--- config.mk ---
export PLATFORM = sky130hd
export DESIGN_NAME = aeolus_sequencer
export DESIGN_NICKNAME = d
export VERILOG_FILES = /design/src/rtl/aeolus_pkg.sv /design/src/rtl/aeolus_pc_unit.sv /design/src/rtl/aeolus_sequencer.sv
export SDC_FILE = /design/constraint.sdc
export NUM_CORES = 1
export LEC_CHECK = 0
export CAP_MARGIN = 10
export CORE_AREA = 2 2 39 41
export DETAILED_ROUTE_END_ITERATION = 12
export DIE_AREA = 0 0 41 43
export PLACE_DENSITY = 0.74
export SLEW_MARGIN = 40
export SYNTH_ARGS = -nofsm -noshare
export SYNTH_HDL_FRONTEND = slang
export SYNTH_SLANG_ARGS = --single-unit
--- constraint.sdc ---
create_clock -name clk -period 3.4 [get_ports clk]
set_input_delay 0.85 -clock clk [delete_from_list [all_inputs] [get_ports clk]]
set_output_delay 0.85 -clock clk [all_outputs]
set_load 0.01 [all_outputs]
--- src/rtl/aeolus_pkg.sv ---
// aeolus_pkg: shared state encoding, opcode constants and width defaults for the Aeolus CPU
package aeolus_pkg;
  localparam int PC_W_DEF  = 4;
  localparam int OPC_W_DEF = 4;
  typedef enum logic [1:0] {
    S_IDLE   = 2'd0,
    S_FETCH  = 2'd1,
    S_DECODE = 2'd2,
    S_EXEC   = 2'd3
  } state_t;
  localparam logic [3:0] OP_NOP  = 4'h0;
  localparam logic [3:0] OP_ADD  = 4'h1;
  localparam logic [3:0] OP_SUB  = 4'h2;
  localparam logic [3:0] OP_AND  = 4'h3;
  localparam logic [3:0] OP_OR   = 4'h4;
  localparam logic [3:0] OP_XOR  = 4'h5;
  localparam logic [3:0] OP_SHL  = 4'h6;
  localparam logic [3:0] OP_SHR  = 4'h7;
  localparam logic [3:0] OP_SNZA = 4'h8;
  localparam logic [3:0] OP_SNZS = 4'h9;
  localparam logic [3:0] OP_LDA  = 4'hA;
  localparam logic [3:0] OP_LDB  = 4'hB;
  localparam logic [3:0] OP_OUT  = 4'hC;
endpackage

--- src/rtl/aeolus_pc_unit.sv ---
// aeolus_pc_unit: program counter with +1/+2 advance and carry-out of the pending increment
module aeolus_pc_unit
  import aeolus_pkg::*;
#(
  parameter int PC_W = PC_W_DEF
) (
  input  logic            clk,
  input  logic            reset,
  input  logic            adv,
  input  logic            two,
  output logic [PC_W-1:0] pc,
  output logic            carry
);
  logic [PC_W:0] sum;
  always_comb sum = {1'b0, pc} + (two ? (PC_W+1)'(2) : (PC_W+1)'(1));
  assign carry = sum[PC_W];
  always_ff @(posedge clk) begin
    if (reset) pc <= '0;
    else if (adv) pc <= sum[PC_W-1:0];
  end
endmodule

--- src/rtl/aeolus_sequencer.sv ---
// aeolus_sequencer: fetch/decode/exec control FSM with skip and run/halt handling
// Optional single-step input enabled by AEOLUS_SINGLE_STEP_EN.
module aeolus_sequencer
  import aeolus_pkg::*;
#(
  parameter int PC_W         = PC_W_DEF,
  parameter int OPC_W        = OPC_W_DEF,
  parameter bit STOP_ON_WRAP = 1'b0
) (
  input  logic             clk,
  input  logic             reset,
  input  logic             run,
`ifdef AEOLUS_SINGLE_STEP_EN
  input  logic             step,
`endif
  input  logic [OPC_W-1:0] opcode,
  input  logic             skip_cond,
  output logic [PC_W-1:0]  pc,
  output logic             rom_en,
  output logic [OPC_W-1:0] ir,
  output logic             exec_en,
  output logic             skipped,
  output logic             halted,
  output logic [1:0]       state
);
  state_t st;
  logic   go, take, carry;
`ifdef AEOLUS_SINGLE_STEP_EN
  assign go = run | step;
`else
  assign go = run;
`endif
  assign rom_en  = st == S_FETCH;
  assign exec_en = st == S_EXEC;
  assign halted  = st == S_IDLE;
  assign state   = st;
  assign take    = ((ir == OPC_W'(OP_SNZA)) || (ir == OPC_W'(OP_SNZS))) && skip_cond;
  aeolus_pc_unit #(.PC_W(PC_W)) u_pc (
    .clk  (clk),
    .reset(reset),
    .adv  (exec_en),
    .two  (take),
    .pc   (pc),
    .carry(carry)
  );
  always_ff @(posedge clk) begin
    if (reset) begin
      st      <= S_IDLE;
      ir      <= '0;
      skipped <= 1'b0;
    end else begin
      skipped <= 1'b0;
      case (st)
        S_IDLE:   st <= go ? S_FETCH : S_IDLE;
        S_FETCH:  st <= S_DECODE;
        S_DECODE: begin
          ir <= opcode;
          st <= S_EXEC;
        end
        default: begin
          skipped <= take;
          st      <= ((STOP_ON_WRAP && carry) || !run) ? S_IDLE : S_FETCH;
        end
      endcase
    end
  end
endmodule

==> results of run 1 <==
worst max path at each step:
| stage | from | end | slack (ps) | depth (start not counted) |
|---|---|---|---|---|
| floorplan | skip_cond | u_pc.pc[2] | 1410 | 7 |
| global placement | skip_cond | u_pc.pc[1] | 930 | 6 |
| detailed placement | skip_cond | u_pc.pc[2] | 880 | 8 |
| CTS | state[0] | exec_en | 1010 | 2 |
| global route | state[0] | exec_en | 920 | 2 |
| finish | state[0] | exec_en | 1040 | 2 |
kinds of logic after synthesis:
kind of cell / after synthesis / synth area share
buf+inv: 7 / 0.0658
flops: 11 / 0.429
fa+ha+maj: 7 / 0.185
simple gates: 16 / 0.141
compound gates: 4 / 0.0439
xor+xnor: 1 / 0.0171
mux: 6 / 0.117
worst max-delay path, cell delays in order, from the launching register on:
cell and delay (ps):
dfxtp_1 380, ha_1 290, clkdlybuf4s50_1 580
layout make-up:
type,count,area [um^2],area share
clock inverter,1,5.00,0.00662
clock buffer,3,22.5,0.0298
timing repair buffer,21,210,0.278
inverter,5,18.8,0.0248
multi-input combinational,34,259,0.343
tap,16,20.0,0.0265
sequential,11,220,0.291
state kept, by name, summed over array words and instances, names as in the netlist:
register / count
ir: 4
skipped: 1
state: 2
u_pc.pc: 4
where the power goes:
| group | leakage [uW] | switching, uW | internal [uW] | total, uW |
|---|---|---|---|---|
| Combinational | 0.000181 | 32.9 | 47.0 | 79.9 |
| Clock | 0.0000177 | 43.7 | 43.5 | 87.2 |
| Sequential | 0.0000893 | 7.00 | 138 | 145 |
cell usage after synthesis (all sizes together):
cell type / number / area share
clkbuf: 1 / 0.0073
a211oi: 1 / 0.015
nor2b: 2 / 0.024
or3: 1 / 0.012
o21ai: 1 / 0.0097
a21oi: 2 / 0.020
inv: 5 / 0.037
buf: 1 / 0.022
nand3: 1 / 0.0097
xnor2: 1 / 0.017
fa: 1 / 0.039
dfxtp: 11 / 0.43
nand2: 1 / 0.0073
nor2: 10 / 0.073
mux2i: 6 / 0.12
or4: 1 / 0.015
ha: 6 / 0.15
stage by stage:
step           setup slack, ps  cells  area (um^2)  power (uW)
3_3_place_gp               928     87          728         228
4_1_cts                   1010     91          756         318
6_report                  1040     91          756         312
5_1_grt                    922     91          756         331
3_5_place_dp               885     87          728         229
2_1_floorplan             1410     52          513         192
per-layer routing:
metal | GRT usage | share of wire
met4 | 0 | 0
met2 | 0.194 | 0.49
met1 | 0.147 | 0.43
met5 | 0 | 0
met3 | 0.0785 | 0.085
==> qor.txt, run 1 <==
R2R Path End - u_pc.pc[2]
min Tclk post-route - 2360 ps
vias in the first global route - 371
Avg Cell Area, Syn - 9.87 um^2
layout cells sized above 1 - 0.0533
final core utilization - 0.546
post-route setup TNS - 0 ps
most common cell after layout, fill and taps aside - clkdlybuf4s50_1
FMAX - 0.423 GHz
CTS root buf - clkbuf_4
initial antenna violation count - 0
first-pass GRT wire length - 1.47 mm
clk_lat worst skew - 260 ps
Vias/cell - 4.67
post-DR wirelength/cell - 9.95 um
aggregate global-route resource usage - 0.123
DIE WIDTH - 41 um
clock sinks - 11
Max-cap violations - 0
area grow syn2layout - 47.3%
cell count after synthesis - 52
Final Max Slew Viols - 0
reg-to-reg startpoint - ir[1]
FP Rows - 14
# DRC - 0
starting density of the core - 0.371
Crit Path Class - register to output pin
Num CTS Buffers - 3
CTS Buffer Depth - 2
Power Density - 412 nW/um^2
reg-to-reg slack, setup - 1760 ps
buffer count from post-CTS setup fixing - 0
DRT iter0 DRCs - 8
Hold Path Origin - u_pc.pc[3]
post-synthesis sequential area ratio - 0.429
port buffer count - 21
CP required - 2550 ps
drt first pass iters - 4
WL final - 905 um
Post-DP HPWL - 735 um
CTS clk-pin slew, worst paths - 70 ps
Tightest Pin Transition - 397 ps
run status - finished, final reports clean
fin crit share - 0.695
I/O pin count - 22
Final ANT Viol Nets - 0
post-synthesis instance area - 513 um^2
Max FO, Critical Path - 6
Die Footprint - 1760 um^2
worst hold slack - 498 ps
Leak - 0.000288 uW
Core ar. - 1380 um^2
via count - 425
Worst Clk Skew - 2.41 ps
Hold Crit Depth - 2
Yosys reg bits - 11
CTS tree - yes
cell count of the worst reg-to-reg path - 8
hold_buf cts - 0
Synthesized Nets - 67
RSZ-0062 raised after global routing - no
routability congestion estimate - 0.726
peak supply drop - 0.280 mV
# fillers - 139
WP data arrival - 1510 ps
Die Ht - 43 um
Synth cell types - 17
Post-layout nets - 91
H-tree levels - 1
HP Class - register to register
Worst Setup End Kind - output pin
hold path endpoint - u_pc.pc[3]
post-CTS resize count - 0
CP Launch Type - register
largest net degree at the start of global routing - 12
grt ovf - 0
Final Hold Viols - 0
Worst slew margin - 0.735
most frequent cells in the layout - clkdlybuf4s50_1 (21), dfxtp_1 (11), nor2_1 (10)
Ys Warns - 0
Setup violations, final - 0
Ant. Diodes - 0
No activity file was read; power rests on OpenSTA's default activity.
==> inputs of run 2 (changes only) <==
- CORE_AREA: 2 2 39 41 -> default
- CORE_MARGIN: default -> 2
- CORE_UTILIZATION: default -> 39
- DIE_AREA: 0 0 41 43 -> default
- PLACE_DENSITY: 0.74 -> 0.75
- clock period: 3.4 -> 2.4 ns (I/O delays scaled with it)
==> run 2 against run 1 <==
- combinational power increased by 44%
- critical path depth unchanged
- wire length increased by 7.2%
- sequential share of layout area decreased by 0.19 points
- sequential power increased by 42%
- total power increased by 43%
==> qor.txt, run 2 (synthesis gave the netlist of run 1 again) <==
run status - finished, final reports clean
DRT iter0 DRCs - 5
via count - 417
Final Max Slew Viols - 0
grt ovf - 0
post-DR wirelength/cell - 10.7 um
RSZ-0062 raised after global routing - no
WP data arrival - 1510 ps
clock sinks - 11
FP Rows - 13
first-pass GRT wire length - 1.46 mm
Crit Path Class - register to output pin
CTS tree - yes
post-CTS resize count - 0
CTS root buf - clkbuf_4
Ant. Diodes - 0
initial antenna violation count - 0
Final Hold Viols - 0
Post-DP Area - 734 um^2
FMAX - 0.473 GHz
post-route setup TNS - 0 ps
Final Non-Filler Cells - 91
HP Class - register to register
Setup violations, final - 0
hold_buf cts - 0
most frequent cells in the layout - clkdlybuf4s50_1 (21), dfxtp_1 (11), nor2_1 (10)
Post-layout nets - 92
Crit path max-delay family - buffers and inverters
H-tree levels - 1
Power Density - 584 nW/um^2
CP Launch Type - register
Core ar. - 1270 um^2
CTS Buffer Depth - 2
Worst Setup End Kind - output pin
Num CTS Buffers - 3
area grow syn2layout - 48.3%
# DRC - 0
WL final - 970 um
Tightest Pin Transition - 304 ps
DIE WIDTH - 40.3 um
Max FO, Critical Path - 6
fin crit share - 0.881
Post-Layout Inst Area - 761 um^2
worst-path cell chain - ha_1, clkdlybuf4s50_1
Worst Path Buf+Inv - 1
vias in the first global route - 377
aggregate global-route resource usage - 0.143
CP max stage delay - 580 ps
final core utilization - 0.600
port buffer count - 21
most common cell after layout, fill and taps aside - clkdlybuf4s50_1
min Tclk post-route - 2110 ps
drt first pass iters - 4
Final ANT Viol Nets - 0
I/O pin count - 22
Worst slew margin - 0.797
Max-cap violations - 0
Vias/cell - 4.58
Worst Clk Skew - 0.821 ps
layout cells sized above 1 - 0.0526
Die Footprint - 1620 um^2
CP max stage cell - clkdlybuf4s50_1
clk_lat worst skew - 260 ps
CP required - 1800 ps
Leak - 0.000290 uW
Die Ht - 40.3 um
largest net degree at the start of global routing - 11
starting density of the core - 0.404
routability congestion estimate - 0.749
CTS clk-pin slew, worst paths - 70 ps
buffer count from post-CTS setup fixing - 0
peak supply drop - 0.385 mV
Placed Cells - 87
Post-DP HPWL - 777 um
-- run 2: worst paths after layout --
path              cells past startpoint       start    endpoint  slack, ps
setup / recovery                      2    state[0]     exec_en        290
setup reg to reg                      8       ir[2]  u_pc.pc[2]        780
hold reg to reg                       2  u_pc.pc[3]  u_pc.pc[3]        480
hold / removal                        2  u_pc.pc[3]  u_pc.pc[3]        480
-- run 2: area by class of cell --
class,count,area [um^2]
fill,126,508
inverter,5,18.8
clock buffer,4,26.3
sequential,11,220
timing repair buffer,22,218
tap,15,18.8
multi-input combinational,34,259
-- run 2: metrics by stage --
step                hold slack (ps)  setup slack [ps]  power (uW)
floorplan                       502               660         272
global placement                464               188         324
detailed placement              484               133         326
CTS                             493               265         452
global route                    530               184         470
finish                          485               285         444
-- run 2: per-layer routing --
metal | GRT usage | up-vias | share of wire
met5 | 0 | - | 0
met4 | 0.100 | 0 | 0.0082
met3 | 0.0389 | 2 | 0.070
met2 | 0.238 | 16 | 0.47
met1 | 0.156 | 183 | 0.45
li1 | - | 216 | -
-- run 2: worst register-to-register path, delay by kind of cell, from the launching register on --
family	cells	cell delay [ps]
AND/OR/NAND/NOR	4	410
buffers and inverters	1	50
adder cells (fa/ha/maj)	2	560
XOR/XNOR	1	130
flip-flops	1	360
-- run 2: where the power goes --
group / leakage (uW) / internal (uW) / switching, uW / total, uW
registers: 0.0000893 / 195 / 10.7 / 206
clock network: 0.0000150 / 64.2 / 59.7 / 124
logic: 0.000186 / 68.0 / 46.9 / 115
total: 0.000290 / 327 / 117 / 444
==> inputs of run 3 (changes only) <==
- CORE_MARGIN: 2 -> default
==> run 3 against run 2 <==
- wire length is 8.1% lower
- worst hold slack better by 3.7 ps
- global-route usage grew 1.3 points
- non-clock buffer count did not move
- final area shrank 0.16%
- fmax decreased by 1.7%
- critical endpoint unchanged
- critical path type unchanged
- worst setup slack got worse by 37 ps
- clock skew is 4.9 ps higher
- cell count shrank 1.1%
- utilization up 4.9 points
- clock-buffer cell count did not move
==> qor.txt, run 3 (synthesis gave the netlist of run 1 again) <==
run status - finished, final reports clean
Setup violations, final - 0
Post-layout nets - 92
most common cell after layout, fill and taps aside - clkdlybuf4s50_1
WP data arrival - 1550 ps
Worst Setup End Kind - output pin
CTS clk-pin slew, worst paths - 80 ps
CTS root buf - clkbuf_4
# DRC - 0
vias in the first global route - 361
port buffer count - 21
RSZ-0062 raised after global routing - no
drt first pass iters - 4
post-route setup TNS - 0 ps
Core ar. - 1170 um^2
DRT iter0 DRCs - 5
post-DR wirelength/cell - 9.90 um
worst-path cell chain - ha_1, clkdlybuf4s50_1
post-CTS resize count - 0
grt ovf - 0
HP Class - register to register
largest net degree at the start of global routing - 11
starting density of the core - 0.438
Max-cap violations - 0
Crit Path Class - register to output pin
Leak - 0.000290 uW
Final ANT Viol Nets - 0
Max FO, Critical Path - 6
most frequent cells in the layout - clkdlybuf4s50_1 (21), dfxtp_1 (11), nor2_1 (10)
final core utilization - 0.649
buffer count from post-CTS setup fixing - 0
WL final - 891 um
H-tree levels - 1
peak supply drop - 0.338 mV
CTS tree - yes
Vias/cell - 4.56
CP max stage cell - clkdlybuf4s50_1
Worst slew margin - 0.797
layout cells sized above 1 - 0.0526
Worst Clk Skew - 5.76 ps
Num CTS Buffers - 3
Post-DP HPWL - 688 um
initial antenna violation count - 0
aggregate global-route resource usage - 0.156
min Tclk post-route - 2150 ps
routability congestion estimate - 0.671
I/O pin count - 22
Final Hold Viols - 0
fin crit share - 0.896
CP Launch Type - register
Die Footprint - 1460 um^2
clk_lat worst skew - 260 ps
Die Ht - 38.3 um
FP Rows - 12
# fillers - 102
area grow syn2layout - 48.0%
DIE WIDTH - 38.3 um
CP required - 1800 ps
FMAX - 0.465 GHz
clock sinks - 11
hold_buf cts - 0
worst hold slack - 488 ps
Ant. Diodes - 0
Tightest Pin Transition - 305 ps
final setup margin - 249 ps
power consumption - 446 uW
Final Max Slew Viols - 0
CTS Buffer Depth - 2
first-pass GRT wire length - 1.52 mm
Power Density - 588 nW/um^2
Post-Place Setup Slack - 147 ps
via count - 410
CP max stage delay - 580 ps
[run 3: cell counts in the layout (fill, tap and decap cells not counted)]
No cell type changed its count.
[run 3: metrics by stage]
stage,std cells,area (um^2)
after global placement,86,733
after CTS,90,759
after floorplan,52,513
after global routing,90,759
after detailed placement,86,733
final,90,759
[run 3: critical path, delay by kind of cell (launching register included)]
family	cells	cell delay, ps
adder cells (fa/ha/maj)	1	310
flip-flops	1	400
buffers and inverters	1	580
[run 3: final cells by class]
cell class              count  area, um^2  share of cell area
flip-flops and latches     11         220               0.290
well taps                  14        17.5              0.0231
clock buffers               4        26.3              0.0346
multi-input cells          34         259               0.341
inverters                   5        18.8              0.0247
repair buffers             22         218               0.287
[run 3: power by group]
part           leakage (uW)  switching, uW  internal (uW)
clock             0.0000150           62.7           64.2
combinational      0.000186           46.2           67.7
sequential        0.0000893           10.7            195
[run 3: final timing paths]
check | startpoint | end | slack [ps] | cells after the start
worst min-delay path | u_pc.pc[3] | u_pc.pc[3] | 490 | 2
worst min register to register | u_pc.pc[3] | u_pc.pc[3] | 490 | 2
worst max-delay path | state[0] | exec_en | 250 | 2
worst max register to register | ir[1] | u_pc.pc[1] | 790 | 6
[run 3: routing by layer]
| metal | GRT usage | share of wire | vias to the layer above |
|---|---|---|---|
| met5 | 0 | 0 | - |
| met4 | 0.107 | 0.0079 | 0 |
| met3 | 0.0523 | 0.055 | 2 |
| met2 | 0.237 | 0.44 | 14 |
| met1 | 0.182 | 0.49 | 175 |
| li1 | - | - | 219 |
